## src/rtl/ws2812_rx.sv

```systemverilog
`timescale 1ns/1ps
// ws2812_rx: decodes a WS2812-style single-wire LED stream into indexed 24-bit
// {B,R,G} pixels and reports the end of each frame on the line's reset gap.
module ws2812_rx #(
   parameter int T_MIN_HIGH = 2,
   parameter int T_THRESH   = 8,
   parameter int T_MAX_HIGH = 20,
   parameter int T_RESET    = 500,
   parameter int NUM_LEDS   = 60
) (
   input  logic        clk,
   input  logic        rst,
   input  logic        din,
   output logic [23:0] pixel_data,
   output logic        pixel_valid,
   output logic [7:0]  pixel_index,
   output logic        frame_done,
   output logic        frame_err,
   output logic [7:0]  led_count
);

   typedef enum logic [1:0] {SYNC, IDLE, HIGH} state_t;

   localparam logic [5:0]  MIN_HI   = 6'(T_MIN_HIGH);
   localparam logic [5:0]  THRESH   = 6'(T_THRESH);
   localparam logic [5:0]  MAX_HI   = 6'(T_MAX_HIGH);
   localparam logic [5:0]  HI_SAT   = 6'h3F;
   localparam logic [12:0] RESET_LO = 13'(T_RESET);
   localparam logic [12:0] LO_SAT   = 13'h1FFF;
   localparam logic [8:0]  LED_MAX  = 9'(NUM_LEDS);

   logic        s1_q, s2_q, s3_q;
   logic        rise, fall, gap;
   logic [5:0]  hi_cnt_q;
   logic [12:0] lo_cnt_q;
   state_t      state_q, state_d;
   logic [4:0]  bit_cnt_q, bit_cnt_d;
   logic [8:0]  pix_cnt_q, pix_cnt_d;
   logic [23:0] shreg_q, shreg_d, word;
   logic        err_q, err_d;
   logic [23:0] data_q, data_d;
   logic        valid_q, valid_d;
   logic [7:0]  index_q, index_d;
   logic        done_q, done_d;
   logic        ferr_q, ferr_d;
   logic [7:0]  count_q, count_d;

   assign rise = s2_q & ~s3_q;
   assign fall = ~s2_q & s3_q;
   // lo_cnt saturates far above T_RESET, so equality fires once per low stretch.
   assign gap  = (lo_cnt_q == RESET_LO);

   always_ff @(posedge clk or posedge rst) begin
      if (rst) begin
         s1_q     <= 1'b0;
         s2_q     <= 1'b0;
         s3_q     <= 1'b0;
         hi_cnt_q <= '0;
         lo_cnt_q <= '0;
      end else begin
         s1_q <= din;
         s2_q <= s1_q;
         s3_q <= s2_q;
         if (s2_q) begin
            lo_cnt_q <= '0;
            if (hi_cnt_q != HI_SAT) hi_cnt_q <= hi_cnt_q + 6'd1;
         end else begin
            hi_cnt_q <= '0;
            if (lo_cnt_q != LO_SAT) lo_cnt_q <= lo_cnt_q + 13'd1;
         end
      end
   end

   always_ff @(posedge clk or posedge rst) begin
      if (rst) begin
         state_q   <= SYNC;
         bit_cnt_q <= '0;
         pix_cnt_q <= '0;
         shreg_q   <= '0;
         err_q     <= 1'b0;
         data_q    <= '0;
         valid_q   <= 1'b0;
         index_q   <= '0;
         done_q    <= 1'b0;
         ferr_q    <= 1'b0;
         count_q   <= '0;
      end else begin
         state_q   <= state_d;
         bit_cnt_q <= bit_cnt_d;
         pix_cnt_q <= pix_cnt_d;
         shreg_q   <= shreg_d;
         err_q     <= err_d;
         data_q    <= data_d;
         valid_q   <= valid_d;
         index_q   <= index_d;
         done_q    <= done_d;
         ferr_q    <= ferr_d;
         count_q   <= count_d;
      end
   end

   always_comb begin
      state_d   = state_q;
      bit_cnt_d = bit_cnt_q;
      pix_cnt_d = pix_cnt_q;
      shreg_d   = shreg_q;
      err_d     = err_q;
      data_d    = data_q;
      valid_d   = 1'b0;
      index_d   = index_q;
      done_d    = 1'b0;
      ferr_d    = 1'b0;
      count_d   = count_q;
      word      = shreg_q;
      word[bit_cnt_q] = (hi_cnt_q >= THRESH);

      // The gap is also honoured in SYNC so a stuck-high abort still gets reported.
      if (gap && (state_q != HIGH)) begin
         if ((bit_cnt_q != 5'd0) || err_q) begin
            ferr_d  = 1'b1;
            count_d = pix_cnt_q[7:0];
         end else if (pix_cnt_q != 9'd0) begin
            done_d  = 1'b1;
            count_d = pix_cnt_q[7:0];
         end
         pix_cnt_d = '0;
         bit_cnt_d = '0;
         err_d     = 1'b0;
      end

      case (state_q)
         SYNC: begin
            if (gap) state_d = rise ? HIGH : IDLE;
         end
         IDLE: begin
            if (rise) state_d = HIGH;
         end
         HIGH: begin
            if (fall) begin
               state_d = IDLE;
               if (hi_cnt_q < MIN_HI) begin
                  state_d = IDLE;
               end else if (hi_cnt_q > MAX_HI) begin
                  err_d = 1'b1;
               end else begin
                  shreg_d = word;
                  if (bit_cnt_q == 5'd23) begin
                     bit_cnt_d = '0;
                     if (pix_cnt_q == LED_MAX) begin
                        err_d = 1'b1;
                     end else begin
                        valid_d   = 1'b1;
                        data_d    = word;
                        index_d   = pix_cnt_q[7:0];
                        pix_cnt_d = pix_cnt_q + 9'd1;
                     end
                  end else begin
                     bit_cnt_d = bit_cnt_q + 5'd1;
                  end
               end
            end else if (hi_cnt_q == HI_SAT) begin
               err_d   = 1'b1;
               state_d = SYNC;
            end
         end
         default: state_d = SYNC;
      endcase
   end

   assign pixel_data  = data_q;
   assign pixel_valid = valid_q;
   assign pixel_index = index_q;
   assign frame_done  = done_q;
   assign frame_err   = ferr_q;
   assign led_count   = count_q;

endmodule
```

## config.mk

```make
export PLATFORM = sky130hd
export DESIGN_NAME = ws2812_rx
export DESIGN_NICKNAME = d
export VERILOG_FILES = /design/src/rtl/ws2812_rx.sv
export SDC_FILE = /design/constraint.sdc
export NUM_CORES = 1
export LEC_CHECK = 0
export ABC_CLOCK_PERIOD_IN_PS = 7200
export BUFFER_PORTS_ARGS = -buffer_cell sky130_fd_sc_hd__buf_2
export CAP_MARGIN = 30
export CORE_UTILIZATION = 55
export DETAILED_ROUTE_END_ITERATION = 10
export HOLD_SLACK_MARGIN = 0.12
export PLACE_DENSITY_LB_ADDON = 0.3
export SKIP_CTS_REPAIR_TIMING = 1
export SLEW_MARGIN = 5
export SYNTH_ARGS = -nofsm -noshare
export SYNTH_HDL_FRONTEND = slang
export SYNTH_SLANG_ARGS = --single-unit
```

## constraint.sdc

```tcl
create_clock -name clk -period 7.2 [get_ports clk]
set_input_delay 1.44 -clock clk [delete_from_list [all_inputs] [get_ports clk]]
set_output_delay 1.44 -clock clk [all_outputs]
set_load 0.05 [all_outputs]
```

==> impl_metrics.tcl <==
set metrics [dict create \
    fmax_ghz 0.324 \
    clock_latency_ns 0.36 \
    crit_arrival_ns 3.34 \
    critical_path_class "flop to flop" \
    slew_headroom 0.429 \
    areaGrowthSynthToFinish_pct 8.64 \
    ys_seq_elements 105 \
    tightest_slew_ns 0.848 \
    dr_total_vias 3937 \
    grt_usage 0.226 \
    numCtsBuffers 9 \
    start_kind "flop" \
    row_count 35 \
    timing.rr.end "pixel_data[4]" \
    die_h_um 101 \
    cp-endpoint "pixel_data[4]" \
    wl_per_cell_um 16.8 \
    worst_path_max_delay_cell "buf_4" \
    die-area_sq_mm 0.0102 \
    async_flop_share 1.00 \
    cts.sinks 105 \
    cts_buffer_depth 2 \
    finalMaxSlewViolations 0 \
    path_max_fanout 27 \
    clkTransAtPathRegs_ns 0.10 \
    hold_class "flop to flop" \
    syn-num-nets 498 \
    rsz0062_at_grt "false" \
    irDropWorstVdd_v 0.000131 \
    worstPathRequired_ns 7.46 \
    antenna_found_initial 0 \
    fin_crit_sh 0.428 \
    die_x_um 101 \
    max_stage_delay_ns 0.50 \
    grt.overflow.total 0 \
    register_area_sq_mm 0.00263 \
    regToRegStartpoint "bit_cnt_q[1]" \
    p_leak_nw 2.72 \
    status "finished clean" \
    dr.pass1.iters 4 \
    grt_start_max_net_pins 67 \
    detail-route-antenna-nets 0 \
    maxCapViolations 0 \
    critPathLaunch "bit_cnt_q[1]" \
    crit_chain "ha_1, nand4b_1, a21o_1, nor3_4, buf_4, mux2_4" \
    drc_errors 0 \
    cp.depth 6 \
    num-fill-cells 783 \
    multi_input_area_sq_mm 0.00251 \
    hpwl_um 7150 \
    wirelength_um 10800 \
    portBuffers 45 \
    synth.avg_cell_area_sq_um 11.1 \
    place.gp.congestion 0.857 \
    synthCells 485 \
    io_pins 46 \
    power_mw 0.992 \
    finalSetupTns_ns 0 \
    r2r_cells 6 \
    cts_htree_levels 3 \
    netlist_area_sq_mm 0.00540 \
    via_per_inst 6.12 \
    yosys_warnings 0 \
    cp-end-kind "flop" \
    power_density_mw_per_mm2 169 \
    final_nets 522 \
    grt_pass1_vias 3779 \
    core_area_sq_mm 0.00937 \
    clockRootBuffer "clkbuf_8" \
    finalClockSkew_ns 0.0145 \
    insertedDiodeCount 0 \
    drt_iter0_drc 351 \
    period_minus_slack_ns 3.08 \
    cp_num_buf_inv 1 \
    critPathTopFamily "simple AND/OR/NAND/NOR gates" \
    ys_seq_area_frac 0.486 \
    r2r_setup_slack_ns 4.12 \
    hold_viol 0 \
    setup_violations 0 \
    ys.flop_type "dfrtp_1" \
    start_util 0.577 \
    grt_first_pass_wirelength_um 18200 \
    synth_edf_count 0 \
    drive_gt1_frac 0.286 \
    cts_tree "built" \
    synth_cell_types 53 \
]
[worst min path at each step]
stage,start,to,slack [ns],cells after the start
CTS,s1_q,s2_q,0.37,0
finish,s1_q,s2_q,0.37,0
detailed placement,s1_q,s2_q,0.35,0
global route,s1_q,s2_q,0.38,0
global placement,s1_q,s2_q,0.35,0
floorplan,s1_q,s2_q,0.33,0
[stage by stage]
| step | utilization | worst slack [ns] | cells | hold slack [ns] | area (sq um) |
|---|---|---|---|---|---|
| 2_1_floorplan | - | 3.00 | 485 | 0.331 | 5400 |
| 3_3_place_gp | 0.602 | 4.31 | 623 | 0.345 | 5640 |
| 3_5_place_dp | 0.605 | 4.17 | 627 | 0.351 | 5670 |
| 4_1_cts | 0.626 | 4.13 | 643 | 0.374 | 5870 |
| 5_1_grt | 0.626 | 3.90 | 643 | 0.379 | 5870 |
| 6_report | 0.626 | 4.12 | 643 | 0.369 | 5870 |
[report_power, final]
group | total [mW] | internal [mW] | switching, mW
logic | 0.0253 | 0.00617 | 0.0191
registers | 0.597 | 0.593 | 0.00451
clock network | 0.369 | 0.164 | 0.205
[cell usage after synthesis, drive strengths merged (2+ instances only)]
cell	n	area [sq um]
dfrtp	105	2630
mux2	64	826
clkbuf	31	116
and3b	3	26.3
o21ai	18	90.1
a31o	2	17.5
buf	12	101
xnor2	2	17.5
a21oi	32	160
nand2	12	45.0
nor3	13	76.3
nor3b	4	35.0
or3	4	25.0
o31ai	7	52.6
nand4	32	200
a31oi	29	181
a2111oi	2	17.5
and4	2	17.5
mux2i	7	70.1
o22ai	2	12.5
nand3	15	75.1
ha	10	125
a211oi	5	50.1
nand2b	3	18.8
nand4b	2	17.5
nor2b	2	12.5
and2	2	12.5
o21bai	4	30.0
inv	16	60.1
nor2	12	45.0
nor4	7	43.8
or4	4	30.0
and3	6	37.5
[sequential cells by signal, summed over array words and instances (netlist names)]
name,flops
pixel_data,24
shreg_q,23
lo_cnt_q,13
pix_cnt_q,9
led_count,8
pixel_index,8
hi_cnt_q,6
bit_cnt_q,5
state_q,2
err_q,1
frame_done,1
frame_err,1
pixel_valid,1
s1_q,1
s2_q,1
s3_q,1
[cell families after synthesis]
family	count (synthesis)	share of synthesized area
AOI/OAI and AO/OA	110	0.128
adders and majority gates	10	0.0232
DFF	105	0.486
muxes	71	0.166
and+or+nand+nor	128	0.142
xor gates and xnor gates	2	0.00324
buffers and inverters	59	0.0514
[cell usage in the layout, fill, tap and decap left out, drive strengths merged, types with 5 or more instances in the layout]
| cell | instances |
|---|---|
| a211oi | 5 |
| a21oi | 32 |
| a31oi | 29 |
| and3 | 6 |
| buf | 56 |
| clkbuf | 9 |
| dfrtp | 105 |
| ha | 10 |
| inv | 19 |
| mux2 | 64 |
| mux2i | 7 |
| nand2 | 12 |
| nand3 | 15 |
| nand4 | 32 |
| nor2 | 12 |
| nor3 | 13 |
| nor4 | 7 |
| o21ai | 18 |
| o31ai | 7 |
[per-layer routing]
metal,vias up,wire [um],track usage
li1,1870,-,-
met1,1978,4980,0.315
met2,77,5330,0.361
met3,12,372,0.0437
met4,0,150,0.0669
met5,-,0,0
[final cells by class]
cell class / count / area share
Sequential cell: 105 / 0.448
Multi-Input combinational cell: 321 / 0.427
Timing Repair Buffer: 56 / 0.0529
Tap cell: 129 / 0.0275
Clock buffer: 9 / 0.0211
Clock inverter: 7 / 0.0130
Inverter: 16 / 0.0107
No activity file was read; power rests on OpenSTA's default activity.
